### config.mk
export PLATFORM = sky130hd
export DESIGN_NAME = uart_line_rx
export DESIGN_NICKNAME = d
export VERILOG_FILES = /design/src/rtl/uart_pkg.sv /design/src/rtl/uart_rx_core.sv /design/src/rtl/uart_line_rx.sv
export SDC_FILE = /design/constraint.sdc
export NUM_CORES = 1
export LEC_CHECK = 0
export ABC_AREA = 1
export CORE_MARGIN = 2
export CORE_UTILIZATION = 40
export DETAILED_ROUTE_END_ITERATION = 7
export PLACE_DENSITY = 0.64
export REMOVE_ABC_BUFFERS = 1
export SYNTH_ARGS = -nofsm -noshare
export SYNTH_HDL_FRONTEND = slang
export SYNTH_HIERARCHICAL = 1
export SYNTH_SLANG_ARGS = --single-unit
export TNS_END_PERCENT = 10
### constraint.sdc
create_clock -name clk -period 2.5 [get_ports clk]
set_input_delay 0.5 -clock clk [delete_from_list [all_inputs] [get_ports clk]]
set_output_delay 0.5 -clock clk [all_outputs]
set_load 0.01 [all_outputs]
### src/rtl/uart_pkg.sv
// Shared encodings and defaults for the UART line receiver.
package uart_pkg;

    localparam int PAR_NONE = 0;
    localparam int PAR_ODD  = 1;
    localparam int PAR_EVEN = 2;

    localparam int         DEF_CLK_HZ     = 100_000_000;
    localparam int         DEF_BAUD       = 115200;
    localparam int         DEF_DATA_BITS  = 8;
    localparam int         DEF_STOP_BITS  = 1;
    localparam int         DEF_LINE_BYTES = 5;
    localparam logic [7:0] TERM_CR        = 8'h0D;

    typedef enum logic [2:0] {
        ST_IDLE,
        ST_START,
        ST_DATA,
        ST_PAR,
        ST_STOP,
        ST_WAIT_IDLE
    } rx_state_e;

endpackage

### src/rtl/uart_rx_core.sv
// Oversampling UART receiver: synchronizer, bit timer, framing FSM and error strobes.
module uart_rx_core import uart_pkg::*; #(
    parameter int CLK_HZ    = DEF_CLK_HZ,
    parameter int BAUD      = DEF_BAUD,
    parameter int DATA_BITS = DEF_DATA_BITS,
    parameter int PARITY    = PAR_NONE,
    parameter int STOP_BITS = DEF_STOP_BITS
) (
    input  logic       clk,
    input  logic       rst_n,
    input  logic       rx_i,
    output logic       take_o,
    output logic [7:0] take_data_o,
    output logic       byte_valid_o,
    output logic [7:0] byte_data_o,
    output logic       parity_err_o,
    output logic       frame_err_o
);
    localparam int             CPB  = CLK_HZ / BAUD;
    localparam int             TW   = $clog2(CPB);
    localparam logic [TW-1:0]  FULL = TW'(CPB - 1);
    localparam logic [TW-1:0]  HALF = TW'(CPB / 2 - 1);
    localparam logic [3:0]     LAST_BIT  = 4'(DATA_BITS - 1);
    localparam logic           LAST_STOP = 1'(STOP_BITS - 1);

    rx_state_e                state_q;
    logic [1:0]               sync_q;
    logic                     rx_prev_q;
    logic [TW-1:0]            tmr_q;
    logic [3:0]               bit_q;
    logic                     stop_q;
    logic [DATA_BITS-1:0]     shreg_q;
    logic                     par_bad_q;
    logic                     stop_bad_q;
    logic                     byte_valid_q, parity_err_q, frame_err_q;
    logic [7:0]               byte_q;

    logic rx_s, tick, stop_bad_now, par_exp, last_stop;
    logic [7:0] byte_next;

    assign rx_s         = sync_q[1];
    assign tick         = (tmr_q == '0);
    assign stop_bad_now = stop_bad_q | ~rx_s;
    assign par_exp      = (PARITY == PAR_ODD) ? ~^shreg_q : ^shreg_q;
    assign last_stop    = (state_q == ST_STOP) && tick && (stop_q == LAST_STOP);

    always_comb begin
        byte_next = '0;
        byte_next[DATA_BITS-1:0] = shreg_q;
    end

    // Line accumulator updates on the same edge that raises byte_valid_o.
    assign take_o      = last_stop && !stop_bad_now && !par_bad_q;
    assign take_data_o = byte_next;

    always_ff @(posedge clk) begin
        if (!rst_n) begin
            state_q      <= ST_IDLE;
            sync_q       <= 2'b11;
            rx_prev_q    <= 1'b1;
            tmr_q        <= '0;
            bit_q        <= '0;
            stop_q       <= 1'b0;
            shreg_q      <= '0;
            par_bad_q    <= 1'b0;
            stop_bad_q   <= 1'b0;
            byte_valid_q <= 1'b0;
            parity_err_q <= 1'b0;
            frame_err_q  <= 1'b0;
            byte_q       <= '0;
        end else begin
            sync_q       <= {sync_q[0], rx_i};
            rx_prev_q    <= rx_s;
            byte_valid_q <= 1'b0;
            parity_err_q <= 1'b0;
            frame_err_q  <= 1'b0;
            if (state_q != ST_IDLE && state_q != ST_WAIT_IDLE && !tick)
                tmr_q <= tmr_q - 1'b1;
            case (state_q)
                ST_IDLE: if (rx_prev_q && !rx_s) begin
                    state_q <= ST_START;
                    tmr_q   <= HALF;
                end
                ST_START: if (tick) begin
                    tmr_q <= FULL;
                    bit_q <= '0;
                    state_q <= rx_s ? ST_IDLE : ST_DATA;
                end
                ST_DATA: if (tick) begin
                    shreg_q <= {rx_s, shreg_q[DATA_BITS-1:1]};
                    tmr_q   <= FULL;
                    bit_q   <= bit_q + 1'b1;
                    if (bit_q == LAST_BIT) begin
                        state_q    <= (PARITY != PAR_NONE) ? ST_PAR : ST_STOP;
                        stop_q     <= 1'b0;
                        par_bad_q  <= 1'b0;
                        stop_bad_q <= 1'b0;
                    end
                end
                ST_PAR: if (tick) begin
                    par_bad_q <= (rx_s != par_exp);
                    tmr_q     <= FULL;
                    state_q   <= ST_STOP;
                end
                ST_STOP: if (tick) begin
                    if (stop_q == LAST_STOP) begin
                        parity_err_q <= par_bad_q;
                        frame_err_q  <= stop_bad_now;
                        if (!par_bad_q && !stop_bad_now) begin
                            byte_valid_q <= 1'b1;
                            byte_q       <= byte_next;
                        end
                        state_q <= stop_bad_now ? ST_WAIT_IDLE : ST_IDLE;
                    end else begin
                        stop_bad_q <= stop_bad_now;
                        stop_q     <= 1'b1;
                        tmr_q      <= FULL;
                    end
                end
                ST_WAIT_IDLE: if (rx_s) state_q <= ST_IDLE;
                default: state_q <= ST_IDLE;
            endcase
        end
    end

    assign byte_valid_o = byte_valid_q;
    assign byte_data_o  = byte_q;
    assign parity_err_o = parity_err_q;
    assign frame_err_o  = frame_err_q;

endmodule

### src/rtl/uart_line_rx.sv
// UART receiver with a line-assembly buffer presented via a valid/ready handshake.
module uart_line_rx import uart_pkg::*; #(
    parameter int         CLK_HZ     = DEF_CLK_HZ,
    parameter int         BAUD       = DEF_BAUD,
    parameter int         DATA_BITS  = DEF_DATA_BITS,
    parameter int         PARITY     = PAR_NONE,
    parameter int         STOP_BITS  = DEF_STOP_BITS,
    parameter int         LINE_BYTES = DEF_LINE_BYTES,
    parameter logic [7:0] TERM       = TERM_CR
) (
    input  logic                              clk,
    input  logic                              rst_n,
    input  logic                              rx,
    output logic                              byte_valid,
    output logic [7:0]                        byte_data,
    output logic                              line_valid,
    input  logic                              line_ready,
    output logic [8*LINE_BYTES-1:0]           line_data,
    output logic [$clog2(LINE_BYTES+1)-1:0]   line_len,
    output logic                              line_trunc,
    output logic                              parity_err,
    output logic                              frame_err,
    output logic                              overrun
);
    localparam int AW = 8 * LINE_BYTES;
    localparam int LW = $clog2(LINE_BYTES + 1);

    logic          take;
    logic [7:0]    take_data;

    uart_rx_core #(
        .CLK_HZ(CLK_HZ), .BAUD(BAUD), .DATA_BITS(DATA_BITS),
        .PARITY(PARITY), .STOP_BITS(STOP_BITS)
    ) u_core (
        .clk(clk), .rst_n(rst_n), .rx_i(rx),
        .take_o(take), .take_data_o(take_data),
        .byte_valid_o(byte_valid), .byte_data_o(byte_data),
        .parity_err_o(parity_err), .frame_err_o(frame_err)
    );

    logic [AW-1:0] acc_q, acc_d, line_data_q;
    logic [LW-1:0] cnt_q, cnt_d, line_len_q;
    logic          trunc_q, trunc_d, line_trunc_q, line_valid_q, overrun_q;
    logic          full, accept;

    assign full    = (cnt_q == LW'(LINE_BYTES));
    assign acc_d   = (acc_q << 8) | AW'(take_data);
    assign cnt_d   = full ? cnt_q : cnt_q + 1'b1;
    assign trunc_d = trunc_q | full;
    assign accept  = line_valid_q & line_ready;

    always_ff @(posedge clk) begin
        if (!rst_n) begin
            acc_q        <= '0;
            cnt_q        <= '0;
            trunc_q      <= 1'b0;
            line_data_q  <= '0;
            line_len_q   <= '0;
            line_trunc_q <= 1'b0;
            line_valid_q <= 1'b0;
            overrun_q    <= 1'b0;
        end else begin
            overrun_q <= 1'b0;
            if (accept) line_valid_q <= 1'b0;
            if (take) begin
                if (take_data == TERM) begin
                    acc_q   <= '0;
                    cnt_q   <= '0;
                    trunc_q <= 1'b0;
                    // A same-cycle handshake frees the slot for the new line.
                    if (!line_valid_q || accept) begin
                        line_valid_q <= 1'b1;
                        line_data_q  <= acc_d;
                        line_len_q   <= cnt_d;
                        line_trunc_q <= trunc_d;
                    end else begin
                        overrun_q <= 1'b1;
                    end
                end else begin
                    acc_q   <= acc_d;
                    cnt_q   <= cnt_d;
                    trunc_q <= trunc_d;
                end
            end
        end
    end

    assign line_valid = line_valid_q;
    assign line_data  = line_data_q;
    assign line_len   = line_len_q;
    assign line_trunc = line_trunc_q;
    assign overrun    = overrun_q;

endmodule

; ---- Yosys cells after proc, flatten, opt, wreduce, memory -nomap -nowiden
; Cells that the tools add are included.
[totals]
register_bits = 124
latchBits = 0
ramBits = 0
mem_bits_ro = 0
input_bits = 4
output_inout_bits = 57
word_cells = 124
n_memories = 0
[classes]
add_sub_neg = 3
n_mul = 0
div_mod_pow = 0
order_cmp = 0
n_eq_ne = 19
shifts = 0
n_mux = 40
bitwise_logic = 9
reduce_logical = 32
[op_table]
columns = cell, count
row1 = two-way mux 10 bit, 5
row2 = bitwise OR 40 x 8 -> 40 bit, 1
row3 = two-way mux 3 bit, 11
row4 = two-way mux 32 bit, 1
row5 = one-hot mux 10 bit (3 select lines), 1
row6 = one-hot mux 3 bit (6 select lines), 1
row7 = "inequality test 2 x 1 -> 1 bit, second input constant", 8
row8 = two-way mux 1 bit, 14
row9 = AND reduction 4 bit, 3
row10 = zero test 10 bit, 1
row11 = "subtractor 10 x 1 -> 10 bit, second input constant", 1
row12 = "equality test 3 bit, second input constant", 3
row13 = AND reduction 3 bit, 3
row14 = "equality test 8 x 4 -> 1 bit, second input constant", 1
row15 = logical AND 1 bit, 8
row16 = two-way mux 4 bit, 2
row17 = one-hot mux 4 bit (2 select lines), 1
row18 = AND reduction 8 bit, 1
row19 = XOR reduction 8 bit, 1
row20 = "equality test 3 x 2 -> 1 bit, second input constant", 2
row21 = one-hot mux 1 bit (2 select lines), 3
row22 = nonzero test 2 bit, 3
row23 = zero test 1 bit, 5
row24 = NOT 1 bit, 5
row25 = other kinds (17), 18

; ---- Logic depth before layout (Yosys ltp)
; Gate-level depths: netlist (run 1).
[logic_depth]
word_depth = 7
mapped_depth = 13
depth_no_buf = 12

; ---- Hierarchy
; The synthesis (run 1) kept the hierarchy.
[modules_own_cells]
columns = module, instances, cells_per_inst, area_each_um2, seq_area_each_um2
row1 = uart_line_rx, 1, 450, 3175.5, 1641.6
row2 = uart_rx_core, 1, 294, 1996.9, 820.8

; ---- Worst setup path before layout (run 1)
; OpenSTA, ideal clock, no wires.
[synth_path]
path_type = flip-flop to flip-flop
from = register u_core.tmr_q[0]
to = register line_data_q[37] (netlist: line_data[37])
setup_ps = 113
arrival_ps = 1865
t_required_ps = 2387
setup_slack_ps = 522
path_stages_with_launch = 14
n_path_buf = 2
synth_period_minus_slack_ps = 1978
path_cell_list = dfxtp_1 > inv_1 > ha_1 > nand2_2 > nor2_4 > nand2_4 > nor2_4 > nand3_4 > clkinv_4 > nand4_2 > buf_4 > buf_6 > nor2_1 > nor2_1
[synth_between]
elab_chain_len = 6
[synth_rtl]
columns = item, line
row1 = from (decl), uart_rx_core.sv:29  ; logic [TW-1:0] tmr_q;
row2 = from (signal assigned), uart_rx_core.sv:78  ; tmr_q <= tmr_q - 1'b1;
row3 = zero test 10 bit, uart_rx_core.sv:42  ; assign tick = (tmr_q == '0);
row4 = logical AND 1 bit (2 in a row), uart_rx_core.sv:45  ; assign last_stop = (state_q == ST_STOP) && tick && (stop_q == LAST_STOP);
row5 = logical AND 1 bit (2 in a row), uart_rx_core.sv:53  ; assign take_o = last_stop && !stop_bad_now && !par_bad_q;
row6 = net take, uart_line_rx.sv:28  ; logic take;
row7 = AND reduction 3 bit (no line), -
row8 = to (signal assigned), uart_line_rx.sv:57  ; line_data_q <= '0;
row9 = to (signal assigned), uart_line_rx.sv:73  ; line_data_q <= acc_d;
row10 = to (decl), uart_line_rx.sv:41  ; logic [AW-1:0] acc_q, acc_d, line_data_q;
; The timed path passes the listed nets, and every way through them passes these cells.
; A chain may end at the register's enable or synchronous reset.

; ---- Worst setup path after layout (run 1)
[layout_path]
from = register u_core.tmr_q[0]
to = register acc_q[11]
[layout_between]
elab_chain_len = 5
[layout_rtl]
columns = item, line
row1 = zero test 10 bit, uart_rx_core.sv:42
row2 = logical AND 1 bit (2 in a row), uart_rx_core.sv:45
row3 = logical AND 1 bit (2 in a row), uart_rx_core.sv:53
row4 = net take, uart_line_rx.sv:28
row5 = to (signal assigned), uart_line_rx.sv:54  ; acc_q <= '0;
row6 = to (signal assigned), uart_line_rx.sv:67  ; acc_q <= '0;
row7 = to (signal assigned), uart_line_rx.sv:80  ; acc_q <= acc_d;
row8 = to (decl), uart_line_rx.sv:41
; The timed path passes the listed nets, and every way through them passes these cells.

==> out/results.txt, run 1 <==
Worst Tran Pin Value - 529 ps
Starting Density - 41.0%
H-tree levels - 4
Worst path slowest cell - nor2_8
hold buffers post-CTS - 0
finished layout cell area - 6540 um2
fin util - 51.8%
Core ar. - 12600 um2
met3 Resource Use GR - 4.36%
crit path cell chain - inv_1, ha_1, nand2_2, nor2_4, nand2_4, nor2_4, nand3_4, clkinv_4, inv_2, nor2_8, nand2_1, a21oi_1
clock slew at reported path FFs - 50 ps
clk buf depth - 2
worst vdd ir - 0.800 mV
most used cell, CP - nor2_4
min setup slack post-route - 251 ps
setup slack at placement - 199 ps
first-pass GRT wire length - 18400 um
part of the Yosys area used for sequential elements - 47.6%
commonest non-fill, non-tap cell in the layout - nand2_1
Fin Setup TNS - 0 ps
clock root cell - clkbuf_16
critical path's largest stage delay - 340 ps
via count - 4500
Skew-Pair Late Insertion Delay - 420 ps
Die Wd - 118 um
antenna viol nets, final - 0
area delta synth->final - 26.4%
Internal Power - 3.74 mW
Syn Std Cell Area - 5170 um2
CP Capture Type - register
Cell Pwr Density - 797 nW/um2
standard-cell rows - 41
die height - 118 um
CTS resizes - 0
Reg power frac - 40.4%
I/O pin count - 61
status - completed
average size of a mapped cell - 6.95 um2
GRT overflow - 0
CTS tree - done
Static Leak - 2.91 nW
count of final hold-check violations - 0
Setup Skew - 8.65 ps
full die area - 13900 um2
Antenna diodes - 0
combinational power share - 16.0%
DRC - 0
final period utilization - 90.0%
WL final - 11100 um
fin nets - 816
largest net degree at the start of global routing - 67
initial antenna violation count - 0
Sw Share - 28.2%
placed cells - 957
crit-path max FO - 28
slew margin rel. - 64.7%
CP startpoint kind - register
highest clock rate - 445 MHz
# port buffers - 60
Final Instance Count excl. Fillers - 993
fraction of layout cells with a size suffix above 1 - 8.04%
post-synth cell types - 35
Setup-failing EPs final - 0
crit path kind - register to register
Yosys warnings - 6
min cycle time layout - 2250 ps
Switch Pwr - 1.47 mW
vias in the first global route - 4014
DP Area - 5930 um2
WP data required - 2830 ps
most frequent cells in the layout - nand2_1 (239), dfxtp_1 (123), nor2_1 (118)
Synth Instances - 744
Worst EP arrival - 2580 ps
#FFs+latches synth - 123
Hold Crit Class - register to register
busiest grt layer - met2
max_cap viols - 0
met1 Use GR - 20.5%
max-slew violation count - 0
DR iter-0 viols - 335
all-layer global routing usage - 16.2%
GRT met2 Usage - 25.9%
cts bufs inserted - 17
HPWL Detailed - 7200 um
RSZ-0062 raised after global routing - no
Sink Count - 123
routed len/inst - 11.2 um
Routability Congestion - 0.809
DRT Pass-1 Iters - 6
via/cell ratio - 4.53
power share of the clock group - 43.7%
-- critical path: cells and delay by family, from the launching register on --
family	cells	cell delay, ps
AOI/OAI and AO/OA	1	150
adders and majority gates	1	220
buffers and inverters	3	390
DFF	1	310
and+or+nand+nor	7	1090
-- state kept, by name (all words and copies together) (netlist names) --
register	cells
line_data	40
acc_q	32
u_core/tmr_q	10
u_core/byte_data_o	8
u_core/take_data_o	8
u_core/bit_q	4
cnt_q	3
line_len	3
u_core/state_q	3
u_core/sync_q	2
line_trunc	1
line_valid	1
overrun	1
trunc_q	1
u_core/byte_valid_o	1
u_core/frame_err_o	1
u_core/par_bad_q	1
u_core/parity_err_o	1
u_core/rx_prev_q	1
u_core/stop_bad_q	1
-- final cells by class --
class | instances | area (um2)
fillers | 1240 | 6080
repair buffers | 73 | 723
flip-flops and latches | 123 | 2460
clock buffers | 22 | 464
clock inverters | 10 | 92.6
multi-input cells | 503 | 2240
inverters | 90 | 343
well taps | 172 | 215
-- cell usage after synthesis (all sizes together) --
| cell type | instances | area (um2) |
|---|---|---|
| a21oi | 62 | 322 |
| a31o | 1 | 8.76 |
| buf | 10 | 70.1 |
| clkbuf | 18 | 67.6 |
| clkinv | 2 | 12.5 |
| dfxtp | 123 | 2460 |
| ha | 4 | 50.1 |
| inv | 88 | 330 |
| nand2 | 242 | 921 |
| nand3 | 24 | 138 |
| nand3b | 1 | 7.51 |
| nand4 | 5 | 37.5 |
| nor2 | 125 | 515 |
| nor3 | 5 | 25.0 |
| o211a | 1 | 10.0 |
| o211ai | 1 | 7.51 |
| o21ai | 23 | 115 |
| o31ai | 1 | 7.51 |
| or2 | 2 | 12.5 |
| xnor2 | 4 | 35.0 |
| xor2 | 2 | 17.5 |
-- layer usage --
metal,share of wire [%],up-vias
met5,0,-
li1,-,2409
met1,49,1978
met4,1.4,0
met3,4.6,9
met2,46,104
-- through the flow --
stage | hold WS, ps | total power, mW
6_report | 413 | 5.21
5_1_grt | 421 | 5.48
4_1_cts | 416 | 5.26
3_5_place_dp | 402 | 2.96
3_3_place_gp | 398 | 2.95
2_1_floorplan | 393 | 2.81
-- power by group through the flow --
stage / sequential (mW) / combinational (mW) / clock, mW
2_1_floorplan: 2.12 / 0.681 / 0
3_3_place_gp: 2.14 / 0.808 / 0
3_5_place_dp: 2.14 / 0.823 / 0
4_1_cts: 2.10 / 0.828 / 2.33
5_1_grt: 2.11 / 0.944 / 2.43
6_report: 2.10 / 0.832 / 2.27
-- repair_timing --
item,in CTS,in global routing
setup endpoints to repair,0,29
setup buffers,0,3
endpoints found under the hold margin,0,0
-- cells by family (layout without fill, tap and decap cells) --
| kind of cell | count (synthesis) | in the layout | synth area share (%) |
|---|---|---|---|
| simple gates | 404 | 404 | 32.0 |
| flops | 123 | 123 | 47.6 |
| buf+inv | 118 | 195 | 9.29 |
| compound gates | 89 | 89 | 9.10 |
| xor+xnor | 6 | 6 | 1.02 |
| fa+ha+maj | 4 | 4 | 0.968 |
-- path summary, 6_finish.rpt --
check	start	end	slack (ps)	cells past startpoint
worst min register to register	u_core/sync_q[0]	u_core/sync_q[1]	410	1
worst max register to register	u_core/tmr_q[0]	acc_q[11]	250	12
worst min-delay path	u_core/sync_q[0]	u_core/sync_q[1]	410	1
worst max-delay path	u_core/tmr_q[0]	acc_q[11]	250	12
Note: power is estimated with default switching activity, not from simulation.
==> run 2, diff against run 1 <==
--- a/config.mk
+++ b/config.mk
@@ -5,11 +5,11 @@
 export SDC_FILE = /design/constraint.sdc
 export NUM_CORES = 1
 export LEC_CHECK = 0
-export ABC_AREA = 1
 export CORE_MARGIN = 2
 export CORE_UTILIZATION = 40
 export DETAILED_ROUTE_END_ITERATION = 7
 export PLACE_DENSITY = 0.64
+export RECOVER_POWER = 100
 export REMOVE_ABC_BUFFERS = 1
 export SYNTH_ARGS = -nofsm -noshare
 export SYNTH_HDL_FRONTEND = slang
==> out/results.txt, run 2 <==
Synth top cells by count - nand2_1 (151), dfxtp_1 (123), a21oi_1 (52) (was nand2_1 (239), dfxtp_1 (123), nor2_1 (118))
total power - 5.89 mW (was 5.21 mW)
hold buffers post-CTS - 0 (unchanged)
Die Wd - 119 um (was 118 um)
critical path's largest stage delay - 470 ps (was 340 ps)
Synth Instances - 605 (was 744)
DRC - 0 (unchanged)
#FFs+latches synth - 123 (unchanged)
CP startpoint kind - register (unchanged)
max FFs per register - 40 (unchanged)
Yosys warnings - 6 (unchanged)
DRT Pass-1 Iters - 5 (was 6)
CTS tree - done (unchanged)
placed cells - 824 (was 957)
first-pass GRT wire length - 19700 um (was 18400 um)
fin nets - 680 (was 816)
RSZ-0062 raised after global routing - yes (was no)
vias in the first global route - 4154 (was 4014)
Syn Std Cell Area - 5250 um2 (was 5170 um2)
area delta synth->final - 31.4% (was 26.4%)
combinational power share - 16.7% (was 16.0%)
largest area contributor in the netlist - dfxtp_1 (unchanged)
finished layout cell area - 6890 um2 (was 6540 um2)
Hold WS - 404 ps (was 413 ps)
part of the Yosys area used for sequential elements - 46.9% (was 47.6%)
max_cap viols - 0 (unchanged)
clock root cell - clkbuf_16 (unchanged)
Routability Congestion - 0.824 (was 0.809)
Cell Pwr Density - 854 nW/um2 (was 797 nW/um2)
Reg power frac - 35.7% (was 40.4%)
crit-path max FO - 15 (was 28)
count of final hold-check violations - 0 (unchanged)
crit path cell chain - inv_1, ha_1, or4b_4, or3_4, nor4_4, and4_4, buf_12, mux2i_2 (was inv_1, ha_1, nand2_2, nor2_4, nand2_4, nor2_4, nand3_4, clkinv_4, inv_2, nor2_8, nand2_1, a21oi_1)
power share of the clock group - 47.7% (was 43.7%)
commonest non-fill, non-tap cell in the layout - nand2_1 (unchanged)
Sw Share - 24.2% (was 28.2%)
max-slew violation count - 0 (unchanged)
full die area - 14000 um2 (was 13900 um2)
Internal Power - 4.46 mW (was 3.74 mW)
setup slack at placement - -65.4 ps (was 199 ps)
Static Leak - 2.66 nW (was 2.91 nW)
Fin Setup TNS - 0 ps (unchanged)
I/O pin count - 61 (unchanged)
CP Capture Type - register (unchanged)
Setup-failing EPs final - 0 (unchanged)
DP Area - 6160 um2 (was 5930 um2)
async set or reset register ratio after synthesis - 0% (unchanged)
crit path kind - register to register (unchanged)
Final Instance Count excl. Fillers - 856 (was 993)
fill cell count - 1173 (was 1240)
clk buf depth - 2 (unchanged)
WL final - 11600 um (was 11100 um)
Hold Crit Class - register to register (unchanged)
Switch Pwr - 1.43 mW (was 1.47 mW)
Starting Density - 41.2% (was 41.0%)
standard-cell rows - 41 (unchanged)
Antenna diodes - 0 (unchanged)
HPWL Detailed - 7650 um (was 7200 um)
Setup Skew - 5.56 ps (was 8.65 ps)
Sink Count - 123 (unchanged)
largest net degree at the start of global routing - 63 (was 67)
worst vdd ir - 0.454 mV (was 0.800 mV)
antenna viol nets, final - 0 (unchanged)
most frequent cells in the layout - nand2_1 (151), dfxtp_1 (123), dlygate4sd3_1 (57) (was nand2_1 (239), dfxtp_1 (123), nor2_1 (118))
min setup slack post-route - 56.8 ps (was 251 ps)
clock slew at reported path FFs - 50 ps (about the same)
min cycle time layout - 2440 ps (was 2250 ps)
via count - 4341 (was 4500)
routed len/inst - 13.6 um (was 11.2 um)
post-synth cell types - 55 (was 35)
highest clock rate - 409 MHz (was 445 MHz)
WP data required - 2830 ps (about the same)
Worst path slowest cell - or4b_4 (was nor2_8)
H-tree levels - 4 (unchanged)
Synth top area share - 46.9% (was 47.6%)
all-layer global routing usage - 17.2% (was 16.2%)
Worst Tran Pin Value - 626 ps (was 529 ps)
EDFF count, synth - 0 (unchanged)
fin util - 54.2% (was 51.8%)
slew margin rel. - 58.0% (was 64.7%)
Skew-Pair Late Insertion Delay - 410 ps (was 420 ps)
average size of a mapped cell - 8.67 um2 (was 6.95 um2)
fraction of layout cells with a size suffix above 1 - 11.7% (was 8.04%)
cts bufs inserted - 17 (unchanged)
Worst EP arrival - 2780 ps (was 2580 ps)
Area contributors post-synth - dfxtp_1 (47%), nand2_1 (11%), mux2i_1 (9.3%) (was dfxtp_1 (48%), nand2_1 (17%), nor2_1 (8.6%))
setup bufs post-CTS - 0 (unchanged)
DR iter-0 viols - 228 (was 335)
die height - 119 um (was 118 um)
status - completed (unchanged)
GRT overflow - 0 (unchanged)
count leader, synth - nand2_1 (unchanged)
final period utilization - 97.7% (was 90.0%)
via/cell ratio - 5.07 (was 4.53)
initial antenna violation count - 0 (unchanged)
Core ar. - 12700 um2 (was 12600 um2)
# port buffers - 60 (unchanged)
top_reg_cell synth - dfxtp_1 (unchanged)
## run 2: kinds of logic after synthesis
group | count (synthesis) | share of synthesized area [%]
adders and majority gates | 4 | 0.954
xor gates and xnor gates | 15 | 2.77
and+or+nand+nor | 243 | 20.7
muxes | 50 | 9.56
buffers and inverters | 51 | 4.29
AOI/OAI and AO/OA | 119 | 14.7
DFF | 123 | 46.9
## run 2: power groups by stage
stage | clock network (mW) | registers (mW) | logic (mW)
3_3_place_gp | 0 | 2.14 | 0.959
3_5_place_dp | 0 | 2.14 | 0.972
6_report | 2.81 | 2.10 | 0.981
4_1_cts | 2.85 | 2.10 | 0.974
5_1_grt | 2.95 | 2.11 | 1.09
2_1_floorplan | 0 | 2.15 | 0.585
## run 2: worst paths after layout
check	endpoint	cells after the start	startpoint	slack, ps
worst max-delay path	line_data[9]	8	u_core/tmr_q[0]	60
worst min-delay path	u_core/sync_q[1]	1	u_core/sync_q[0]	400
worst max register to register	line_data[9]	8	u_core/tmr_q[0]	60
worst min register to register	u_core/sync_q[1]	1	u_core/sync_q[0]	400
## run 2: worst max-delay path: cells and delay by family (launching register included)
family / cells / cell delay (ps)
DFF: 1 / 310
and+or+nand+nor: 4 / 1420
buffers and inverters: 2 / 250
adders and majority gates: 1 / 160
muxes: 1 / 230
## run 2: layer usage
metal	vias up	routed length (um)	part of all wire, %	track usage (%)
met5	-	0	0	0
li1	2189	-	-	-
met4	0	232	2.0	7.96
met3	21	494	4.3	4.30
met1	2035	5500	47	21.9
met2	96	5370	46	27.5
## run 2: repair_timing
| item | CTS | global route |
|---|---|---|
| gates cloned | 1 | 0 |
| endpoints found under the setup margin | 41 | 10 |
| resized for setup | 2 | 6 |
| pin swaps | 1 | 0 |
## run 2: area by class of cell
class	instances	area, um2	area share, %
timing repair buffer	92	921	13.4
sequential	123	2460	35.7
inverter	7	26.3	0.381
clock inverter	13	248	3.59
tap	172	215	3.12
clock buffer	18	429	6.23
multi-input combinational	431	2590	37.6
==> run 3, diff against run 2 <==
--- a/config.mk
+++ b/config.mk
@@ -5,6 +5,7 @@
 export SDC_FILE = /design/constraint.sdc
 export NUM_CORES = 1
 export LEC_CHECK = 0
+export CORE_ASPECT_RATIO = 0.7
 export CORE_MARGIN = 2
 export CORE_UTILIZATION = 40
 export DETAILED_ROUTE_END_ITERATION = 7
==> out/results.txt, run 3 (synthesis results as in run 2) <==
reg2reg end - line_data[8] (was line_data[9])
vias in the first global route - 4213 (was 4154)
Core ar. - 12600 um2 (was 12700 um2)
Die Wd - 141 um (was 119 um)
crit-path max FO - 6 (was 15)
Crit path depth - 9 (was 8)
area delta synth->final - 31.6% (was 31.4%)
CTS tree - done (unchanged)
RR Startpoint - u_core/tmr_q[1] (was u_core/tmr_q[0])
FF-to-FF path depth - 9 (was 8)
crit path kind - register to register (unchanged)
Setup Skew - 9.53 ps (was 5.56 ps)
fraction of layout cells with a size suffix above 1 - 13.4% (was 11.7%)
WP data required - 2840 ps (was 2830 ps)
worst vdd ir - 0.502 mV (was 0.454 mV)
Hold Crit Class - register to register (unchanged)
HPWL Detailed - 8340 um (was 7650 um)
max-slew violation count - 0 (unchanged)
Hold WS - 412 ps (was 404 ps)
GRT overflow - 0 (unchanged)
routed len/inst - 14.7 um (was 13.6 um)
fin nets - 691 (was 680)
crit path cell chain - inv_2, ha_4, or4b_4, or3_4, nor4_4, buf_4, and4_4, clkbuf_16, mux2i_1 (was inv_1, ha_1, or4b_4, or3_4, nor4_4, and4_4, buf_12, mux2i_2)
Cell Pwr Density - 804 nW/um2 (was 854 nW/um2)
Worst EP arrival - 2810 ps (was 2780 ps)
most frequent cells in the layout - nand2_1 (151), dfxtp_1 (122), dlygate4sd3_1 (57) (was nand2_1 (151), dfxtp_1 (123), dlygate4sd3_1 (57))
FF-to-FF setup slack - 20 ps (was 60 ps)
Routability Congestion - 0.839 (was 0.824)
DRC - 0 (unchanged)
critical path's largest stage delay - 450 ps (was 470 ps)
Hold Path Cell Cnt - 1 (unchanged)
CP Capture Type - register (unchanged)
DR iter-0 viols - 426 (was 228)
H-tree levels - 4 (unchanged)
RSZ-0062 raised after global routing - yes (unchanged)
commonest non-fill, non-tap cell in the layout - nand2_1 (unchanged)
full die area - 14100 um2 (was 14000 um2)
min cycle time layout - 2480 ps (was 2440 ps)
clock root cell - clkbuf_16 (unchanged)
largest net degree at the start of global routing - 57 (was 63)
min-delay src - u_core/sync_q[0] (unchanged)
Static Leak - 2.69 nW (was 2.66 nW)
via count - 4469 (was 4341)
initial antenna violation count - 0 (unchanged)
highest clock rate - 403 MHz (was 409 MHz)
count of final hold-check violations - 0 (unchanged)
hold buffers post-CTS - 0 (unchanged)
max_cap viols - 0 (unchanged)
Setup-failing EPs final - 0 (unchanged)
status - completed (unchanged)
Skew-Pair Late Insertion Delay - 410 ps (about the same)
WL final - 12600 um (was 11600 um)
Fin Setup TNS - 0 ps (unchanged)
setup slack at placement - -130 ps (was -65.4 ps)
clock slew at reported path FFs - 50 ps (about the same)
min setup slack post-route - 21.5 ps (was 56.8 ps)
Sink Count - 123 (unchanged)
clk buf depth - 2 (unchanged)
Starting Density - 41.7% (was 41.2%)
WHS Endpoint - u_core/sync_q[1] (unchanged)
# port buffers - 60 (unchanged)
I/O pin count - 61 (unchanged)
Crit path buffers/inverters - 3 (was 2)
Worst Tran Pin Value - 720 ps (was 626 ps)
slew margin rel. - 52.0% (was 58.0%)
max FFs per register - 40 (unchanged)
family with the most delay on the worst path - simple AND/OR/NAND/NOR gates (unchanged)
CP startpoint kind - register (unchanged)
first-pass GRT wire length - 21100 um (was 19700 um)
Antenna diodes - 0 (unchanged)
standard-cell rows - 34 (was 41)
final period utilization - 99.1% (was 97.7%)
antenna viol nets, final - 0 (unchanged)
Final Instance Count excl. Fillers - 858 (was 856)
Worst path slowest cell - or4b_4 (unchanged)
cts bufs inserted - 17 (unchanged)
die height - 99.8 um (was 119 um)
placed cells - 820 (was 824)
via/cell ratio - 5.21 (was 5.07)
DRT Pass-1 Iters - 5 (unchanged)
all-layer global routing usage - 18.6% (was 17.2%)
==> run 3: report_power, final <==
| group | switching (mW) | total, mW | internal [mW] | leakage (nW) |
|---|---|---|---|---|
| registers | 0.0604 | 2.10 | 2.04 | 0.993 |
| clock network | 0.881 | 2.38 | 1.50 | 0.286 |
| logic | 0.578 | 1.08 | 0.497 | 1.41 |
==> run 3: stage by stage <==
stage / util, % / power [mW] / area, um2
floorplan: - / 2.73 / 5050
global placement: 49.2 / 3.14 / 6200
detailed placement: 49.2 / 3.15 / 6200
CTS: 53.9 / 5.53 / 6790
global route: 54.8 / 5.82 / 6900
finish: 54.8 / 5.55 / 6900
==> run 3: cell type report <==
| cell class | count | area (um2) |
|---|---|---|
| fill | 1118 | 5690 |
| multi-input combinational | 431 | 2600 |
| sequential | 123 | 2460 |
| timing repair buffer | 103 | 1030 |
| clock buffer | 23 | 498 |
| tap | 162 | 203 |
| clock inverter | 9 | 86.3 |
| inverter | 7 | 26.3 |
==> run 3: what timing repair did <==
action                     4_1_cts  5_1_grt
pin swaps                        1        7
setup endpoints to repair       77       82
gates cloned                     0        3
setup buffers                    1        2
gates resized for setup          1       15
==> run 3: how the worst max path moves through the flow <==
| stage | from | end | slack [ps] |
|---|---|---|---|
| after floorplan | u_core/tmr_q[0] | line_data[10] | -3470 |
| after global placement | u_core/tmr_q[0] | cnt_q[0] | -80 |
| after detailed placement | u_core/tmr_q[0] | line_data[11] | -130 |
| after CTS | u_core/tmr_q[0] | acc_q[12] | -3 |
| after global routing | u_core/tmr_q[1] | line_data[11] | -60 |
| final | u_core/tmr_q[1] | line_data[8] | 20 |
==> run 3: worst reg2reg max path, delay by kind of cell (launching register included) <==
family,cells,cell delay [ps]
fa+ha+maj,1,120
simple gates,4,1350
mux,1,180
flops,1,320
buf+inv,3,430
==> run 3: routing by layer <==
| metal | up-vias | part of all wire, % | global-route usage (%) |
|---|---|---|---|
| met5 | - | 0 | 0 |
| met4 | 0 | 1.1 | 7.00 |
| met3 | 14 | 4.8 | 4.68 |
| met2 | 127 | 43 | 26.6 |
| met1 | 2116 | 51 | 27.1 |
| li1 | 2212 | - | - |
